<file path="config.mk">
export PLATFORM = sky130hd
export DESIGN_NAME = game_ctrl
export DESIGN_NICKNAME = d
export VERILOG_FILES = /design/src/rtl/game_ctrl.sv
export SDC_FILE = /design/constraint.sdc
export NUM_CORES = 1
export LEC_CHECK = 0
export CAP_MARGIN = 20
export CORE_MARGIN = 2
export CORE_UTILIZATION = 40
export CTS_CLUSTER_DIAMETER = 40
export DETAILED_ROUTE_END_ITERATION = 10
export GPL_TIMING_DRIVEN = 1
export PLACE_DENSITY = 0.67
export RECOVER_POWER = 25
export SLEW_MARGIN = 20
export SYNTH_ARGS = -nofsm -noshare
export SYNTH_HDL_FRONTEND = slang
export SYNTH_SLANG_ARGS = --single-unit
export TNS_END_PERCENT = 30
</file>
<file path="constraint.sdc">
create_clock -name clk -period 2.2 [get_ports clk]
set_input_delay 0.44 -clock clk [delete_from_list [all_inputs] [get_ports clk]]
set_output_delay 0.44 -clock clk [all_outputs]
set_load 0.05 [all_outputs]
</file>
<file path="src/rtl/game_ctrl.sv">
// game_ctrl: top-level game sequencer for the bar/ball display game.
// Synchronises the asynchronous button, vertical-sync and miss inputs,
// turns their rising edges into single-clock pulses, and runs the
// IDLE/SERVE/PLAY/OVER sequence that owns lives, score and speed.
module game_ctrl #(
  parameter int LIVES_INIT   = 3,
  parameter int SPEED_INIT   = 1,
  parameter int SPEED_MAX    = 8,
  parameter int SERVE_FRAMES = 60,
  parameter int LEVEL_FRAMES = 600
) (
  input  logic       clk,
  input  logic       rst_n,
  input  logic       start_btn,
  input  logic       vs,
  input  logic       lose,
  output logic [3:0] bar_move_speed,
  output logic       ball_reset,
  output logic [1:0] lives,
  output logic [7:0] score,
  output logic       game_over,
  output logic [1:0] state
);

  // State encoding as seen on the state output.
  localparam logic [1:0] ST_IDLE  = 2'd0;
  localparam logic [1:0] ST_SERVE = 2'd1;
  localparam logic [1:0] ST_PLAY  = 2'd2;
  localparam logic [1:0] ST_OVER  = 2'd3;

  // Parameter values narrowed once to the widths of the registers they load.
  localparam logic [1:0] C_LIVES_INIT = 2'(LIVES_INIT);
  localparam logic [3:0] C_SPEED_INIT = 4'(SPEED_INIT);
  localparam logic [3:0] C_SPEED_MAX  = 4'(SPEED_MAX);
  localparam logic [9:0] C_SERVE_LAST = 10'(SERVE_FRAMES - 1);
  localparam logic [9:0] C_LEVEL_LAST = 10'(LEVEL_FRAMES - 1);
  localparam logic [7:0] C_SCORE_MAX  = 8'd255;

  // Input bit positions inside the synchroniser vectors.
  localparam int I_START = 0;
  localparam int I_VS    = 1;
  localparam int I_LOSE  = 2;

  // ------------------------------------------------------------------
  // Input conditioning
  // ------------------------------------------------------------------
  logic [2:0] w_in;
  logic [2:0] r_sync1;
  logic [2:0] r_sync2;
  logic [2:0] r_dly;
  logic [2:0] r_pulse;
  logic [2:0] r_armed;
  logic [1:0] r_settle;
  logic       w_settled;

  assign w_in      = {lose, vs, start_btn};
  // The second synchroniser stage only reflects the pins once two clocks
  // have passed since reset release.
  assign w_settled = (r_settle == 2'd2);

  // Two-flop synchroniser, delay flop and registered rising-edge pulse.
  // An input is only armed after it has been seen low following reset,
  // so a level that is already high when reset releases never pulses.
  always_ff @(posedge clk or negedge rst_n) begin
    if (!rst_n) begin
      r_sync1  <= 3'b000;
      r_sync2  <= 3'b000;
      r_dly    <= 3'b000;
      r_pulse  <= 3'b000;
      r_armed  <= 3'b000;
      r_settle <= 2'd0;
    end else begin
      r_sync1  <= w_in;
      r_sync2  <= r_sync1;
      r_dly    <= r_sync2;
      r_pulse  <= r_sync2 & ~r_dly & r_armed;
      r_armed  <= r_armed | ({3{w_settled}} & ~r_sync2);
      r_settle <= w_settled ? r_settle : (r_settle + 2'd1);
    end
  end

  logic w_start_p;
  logic w_frame_p;
  logic w_lose_p;

  assign w_start_p = r_pulse[I_START];
  assign w_frame_p = r_pulse[I_VS];
  assign w_lose_p  = r_pulse[I_LOSE];

  // ------------------------------------------------------------------
  // Game sequencer
  // ------------------------------------------------------------------
  logic [1:0] r_state;
  logic [1:0] r_lives;
  logic [7:0] r_score;
  logic [3:0] r_speed;
  logic [9:0] r_cnt;
  logic [3:0] r_bar_speed;
  logic       r_ball_reset;
  logic       r_game_over;

  logic [1:0] w_state_nxt;
  logic [1:0] w_lives_nxt;
  logic [7:0] w_score_nxt;
  logic [3:0] w_speed_nxt;
  logic [9:0] w_cnt_nxt;
  logic       w_ball_reset_nxt;
  logic [7:0] w_score_inc;
  logic [3:0] w_speed_inc;

  // Saturating increments used on every level-up.
  assign w_score_inc = (r_score == C_SCORE_MAX) ? C_SCORE_MAX : (r_score + 8'd1);
  assign w_speed_inc = (r_speed >= C_SPEED_MAX) ? C_SPEED_MAX : (r_speed + 4'd1);

  // Next-state and datapath decisions; a loss always takes priority over
  // a level-up arriving in the same clock.
  always_comb begin
    w_state_nxt      = r_state;
    w_lives_nxt      = r_lives;
    w_score_nxt      = r_score;
    w_speed_nxt      = r_speed;
    w_cnt_nxt        = r_cnt;
    w_ball_reset_nxt = 1'b0;
    case (r_state)
      ST_IDLE: begin
        w_lives_nxt = C_LIVES_INIT;
        w_score_nxt = 8'd0;
        w_speed_nxt = C_SPEED_INIT;
        w_cnt_nxt   = 10'd0;
        if (w_start_p) begin
          w_state_nxt      = ST_SERVE;
          w_ball_reset_nxt = 1'b1;
        end else begin
          w_state_nxt = ST_IDLE;
        end
      end
      ST_SERVE: begin
        if (w_frame_p) begin
          if (r_cnt >= C_SERVE_LAST) begin
            w_cnt_nxt   = 10'd0;
            w_state_nxt = ST_PLAY;
          end else begin
            w_cnt_nxt = r_cnt + 10'd1;
          end
        end else begin
          w_cnt_nxt = r_cnt;
        end
      end
      ST_PLAY: begin
        if (w_lose_p) begin
          w_cnt_nxt = 10'd0;
          if (r_lives > 2'd1) begin
            w_lives_nxt      = r_lives - 2'd1;
            w_ball_reset_nxt = 1'b1;
            w_state_nxt      = ST_SERVE;
          end else begin
            w_lives_nxt = 2'd0;
            w_state_nxt = ST_OVER;
          end
        end else if (w_frame_p) begin
          if (r_cnt >= C_LEVEL_LAST) begin
            w_cnt_nxt   = 10'd0;
            w_score_nxt = w_score_inc;
            w_speed_nxt = w_speed_inc;
          end else begin
            w_cnt_nxt = r_cnt + 10'd1;
          end
        end else begin
          w_cnt_nxt = r_cnt;
        end
      end
      ST_OVER: begin
        if (w_start_p) begin
          w_state_nxt = ST_IDLE;
        end else begin
          w_state_nxt = ST_OVER;
        end
      end
      default: begin
        w_state_nxt = ST_IDLE;
        w_cnt_nxt   = 10'd0;
      end
    endcase
  end

  // Game state registers plus the registered copies of the outputs, which
  // are derived from the next state so they move together with state.
  always_ff @(posedge clk or negedge rst_n) begin
    if (!rst_n) begin
      r_state      <= ST_IDLE;
      r_lives      <= C_LIVES_INIT;
      r_score      <= 8'd0;
      r_speed      <= C_SPEED_INIT;
      r_cnt        <= 10'd0;
      r_bar_speed  <= 4'd0;
      r_ball_reset <= 1'b0;
      r_game_over  <= 1'b0;
    end else begin
      r_state      <= w_state_nxt;
      r_lives      <= w_lives_nxt;
      r_score      <= w_score_nxt;
      r_speed      <= w_speed_nxt;
      r_cnt        <= w_cnt_nxt;
      r_bar_speed  <= (w_state_nxt == ST_PLAY) ? w_speed_nxt : 4'd0;
      r_ball_reset <= w_ball_reset_nxt;
      r_game_over  <= (w_state_nxt == ST_OVER);
    end
  end

  assign bar_move_speed = r_bar_speed;
  assign ball_reset     = r_ball_reset;
  assign lives          = r_lives;
  assign score          = r_score;
  assign game_over      = r_game_over;
  assign state          = r_state;

endmodule

</file>
==> results.md <==
* Top_reg_cell synth: dfrtp_1
* ANT cells at 0
* Vias per cell at 5.42
* CP max stage cell: clkdlybuf4s50_1
* Final hold slack at 0.361 ns
* Post-synth top area cell: dfrtp_1
* Syn Std Cell Area at 2370 um2
* Sw Share at 0.240
* Starting DRT DRC Count at 131
* Fin nets at 277
* Comb pwr share at 0.083
* Xor-xnor portion of the synthesized cell area at 0.00370
* Sink Count at 49
* Root Buffer: clkbuf_8
* Share of layout cells above drive strength 1 at 0.136
* Sequential area share after synthesis at 0.519
* Max-cap violations at 0
* Worst-skew pair later-pin latency at 0.30 ns
* Cell-internal power at 1310 uW
* Clock Power Share at 0.381
* Setup Buffers After CTS at 0
* Drt pass-1 iters at 4
* Peak supply drop at 0.000501 V
* Max incr delay on CP at 0.81 ns
* Period utilisation layout at 0.966
* Bufs and invs on worst path at 1
* Simple-Gate Fraction of Synth Area at 0.201
* Port Buffers at 22
* Hold path cells at 0
* F_max at 470 MHz
* Die Footprint at 6560 um2
* Area occupied by multi-input gates at 1060 um2
* Gate count of the mapped netlist at 232
* CTS buffer count at 5
* Placer Congestion at 0.838
* Post-cts resize count at 0
* Flop-to-flop setup slack at 0.27 ns
* I/O pin total at 23
* Final Skew at 0.00660 ns
* CTS Hold Bufs at 0
* Hold Crit Class: flip-flop to flip-flop
* FF-to-FF path depth at 6
* Final hold vios at 0
* Worst slew pin tran at 1.19 ns
* Setup crit start kind: flip-flop
* Async SR Flop Fraction at 1.00
* Area Overhead vs Synth at 19.1%
* # rows at 28
* Synth cell types at 49
* Via count at 1838
* CTS clock-pin slew for the worst setup and hold paths at 0.09 ns
* Area share of fa/ha/maj cells after synthesis at 0.0475
* Sequential cell area at 1230 um2
* First-pass GRT wire length at 8.20 mm
* Seq pwr share at 0.537
* Wire per inst at 13.9 um
* Die width at 81.0 um
* Largest net degree at the start of global routing at 50
* Die height at 81.0 um
* Mux share of post-synthesis cell area at 0
* Routed Antenna Nets at 0
* Flops & latches, synth at 49
* Slew HR at 0.206
* Initial antenna violation count at 0
* Crit path max-delay family: buffers and inverters
* Worst setup margin at 0.0739 ns
* CP Max Fanout at 5
* Post-DP HPWL at 3.34 mm
* Gr ovfl total at 0
* Post-synth EDFFs at 0
* Vias in the first global route at 1785
* TritonCTS clock tree: yes
* Top-area cell type share of the netlist area at 0.486
* Count leader, synth: dfrtp_1
* Fin crit period at 2.13 ns
* CP Depth at 1
* Routed wire length at 4.72 mm
* DRC errors left at 0
* Filler Cells Inserted at 572
* Clock Tree Buf Depth at 2
* Final setup fails at 0
* Synthesized net count at 246
* WS Path Type: flip-flop to primary output
* Synth Area per Inst at 10.2 um2
* Leakage Power at 0.00119 uW
* Synth top cells by count: dfrtp_1, nand2_1, nor2_1
* Switching pwr at 416 uW
* Worst setup EP type: primary output
* Slew Limit Fails at 0
* PwrDens at 613 nW/um2
* Critical Path RT at 1.76 ns
* Status: finished, final reports clean
* Core area at 5820 um2
* GRT Total Usage at 0.158
* Unrepaired setup endpoints after global routing: no
* Pre-CTS WS at 0.163 ns
* CP arrival at 1.69 ns
* Synth warnings at 0
* Compound-Gate Fraction of Synth Area at 0.194
* Final setup TNS at 0 ns
* Top post-synthesis cells by area: dfrtp_1, ha_1, nand2_1, dfstp_2, o21ai_0
* H-tree level count at 2
* Largest family of logic cells by synthesized area: simple AND/OR/NAND/NOR gates
* Initial Utilization at 0.407
* Worst-path cell chain: clkdlybuf4s50_1
routing by layer:
metal	part of all wire	track usage
met1	0.51	0.227
met2	0.45	0.240
met3	0.038	0.0467
met4	0.0034	0.0288
met5	0	0
flip-flops by register name, indices dropped and copies added, names as in the netlist:
register	cells
r_armed	3
game_over	1
score	8
lives	2
r_dly	3
r_sync2	3
state	2
r_cnt	10
r_sync1	3
ball_reset	1
r_settle	2
bar_move_speed	4
r_speed	4
r_pulse	3
cells by family after synthesis:
| logic type | after synthesis |
|---|---|
| and+or+nand+nor | 89 |
| AOI/OAI and AO/OA | 64 |
| DFF | 49 |
| buffers and inverters | 20 |
| adders and majority gates | 9 |
| xor gates and xnor gates | 1 |
final timing paths:
check,start,endpoint
setup / recovery,lives[1],lives[1]
hold / removal,r_sync1[0],r_sync2[0]
setup reg to reg,state[0],r_cnt[8]
hold reg to reg,r_sync1[0],r_sync2[0]
max in group asynchronous,rst_n,state[0]
min in group asynchronous,rst_n,score[4]
area by class of cell:
cell class              instances  share of cell area
inverters                      15              0.0200
multi-input cells             163               0.375
flip-flops and latches         49               0.436
clock inverters                 3              0.0169
repair buffers                 29              0.0940
well taps                      75              0.0333
clock buffers                   5              0.0244
cell usage in the layout (no fill, tap or decap), drive strengths merged, types with 4 or more instances in the layout:
cell            n
nor3            5
o21ai          14
clkbuf          6
a211oi          4
a221oi          7
o211ai          4
dfrtp          46
inv            17
buf             7
a21o            5
nand3           5
a21oi          11
nand2          27
and3           11
nor2           16
ha              9
o2111ai         4
clkdlybuf4s50  18
metrics by stage:
stage               instances  cell area (um2)  total power [uW]  utilization
global route              339             2820              1800        0.485
detailed placement        331             2710              1090        0.465
CTS                       339             2820              1750        0.485
floorplan                 232             2370              1020            -
finish                    339             2820              1730        0.485
global placement          331             2710              1090        0.465
power by group through the flow:
stage	clock (uW)	combinational (uW)	sequential, uW
after detailed placement	0	146	946
after CTS	678	146	928
after global routing	712	160	930
after global placement	0	146	944
final	658	143	928
after floorplan	0	67.6	954
Power figures use the tool's default switching activity.
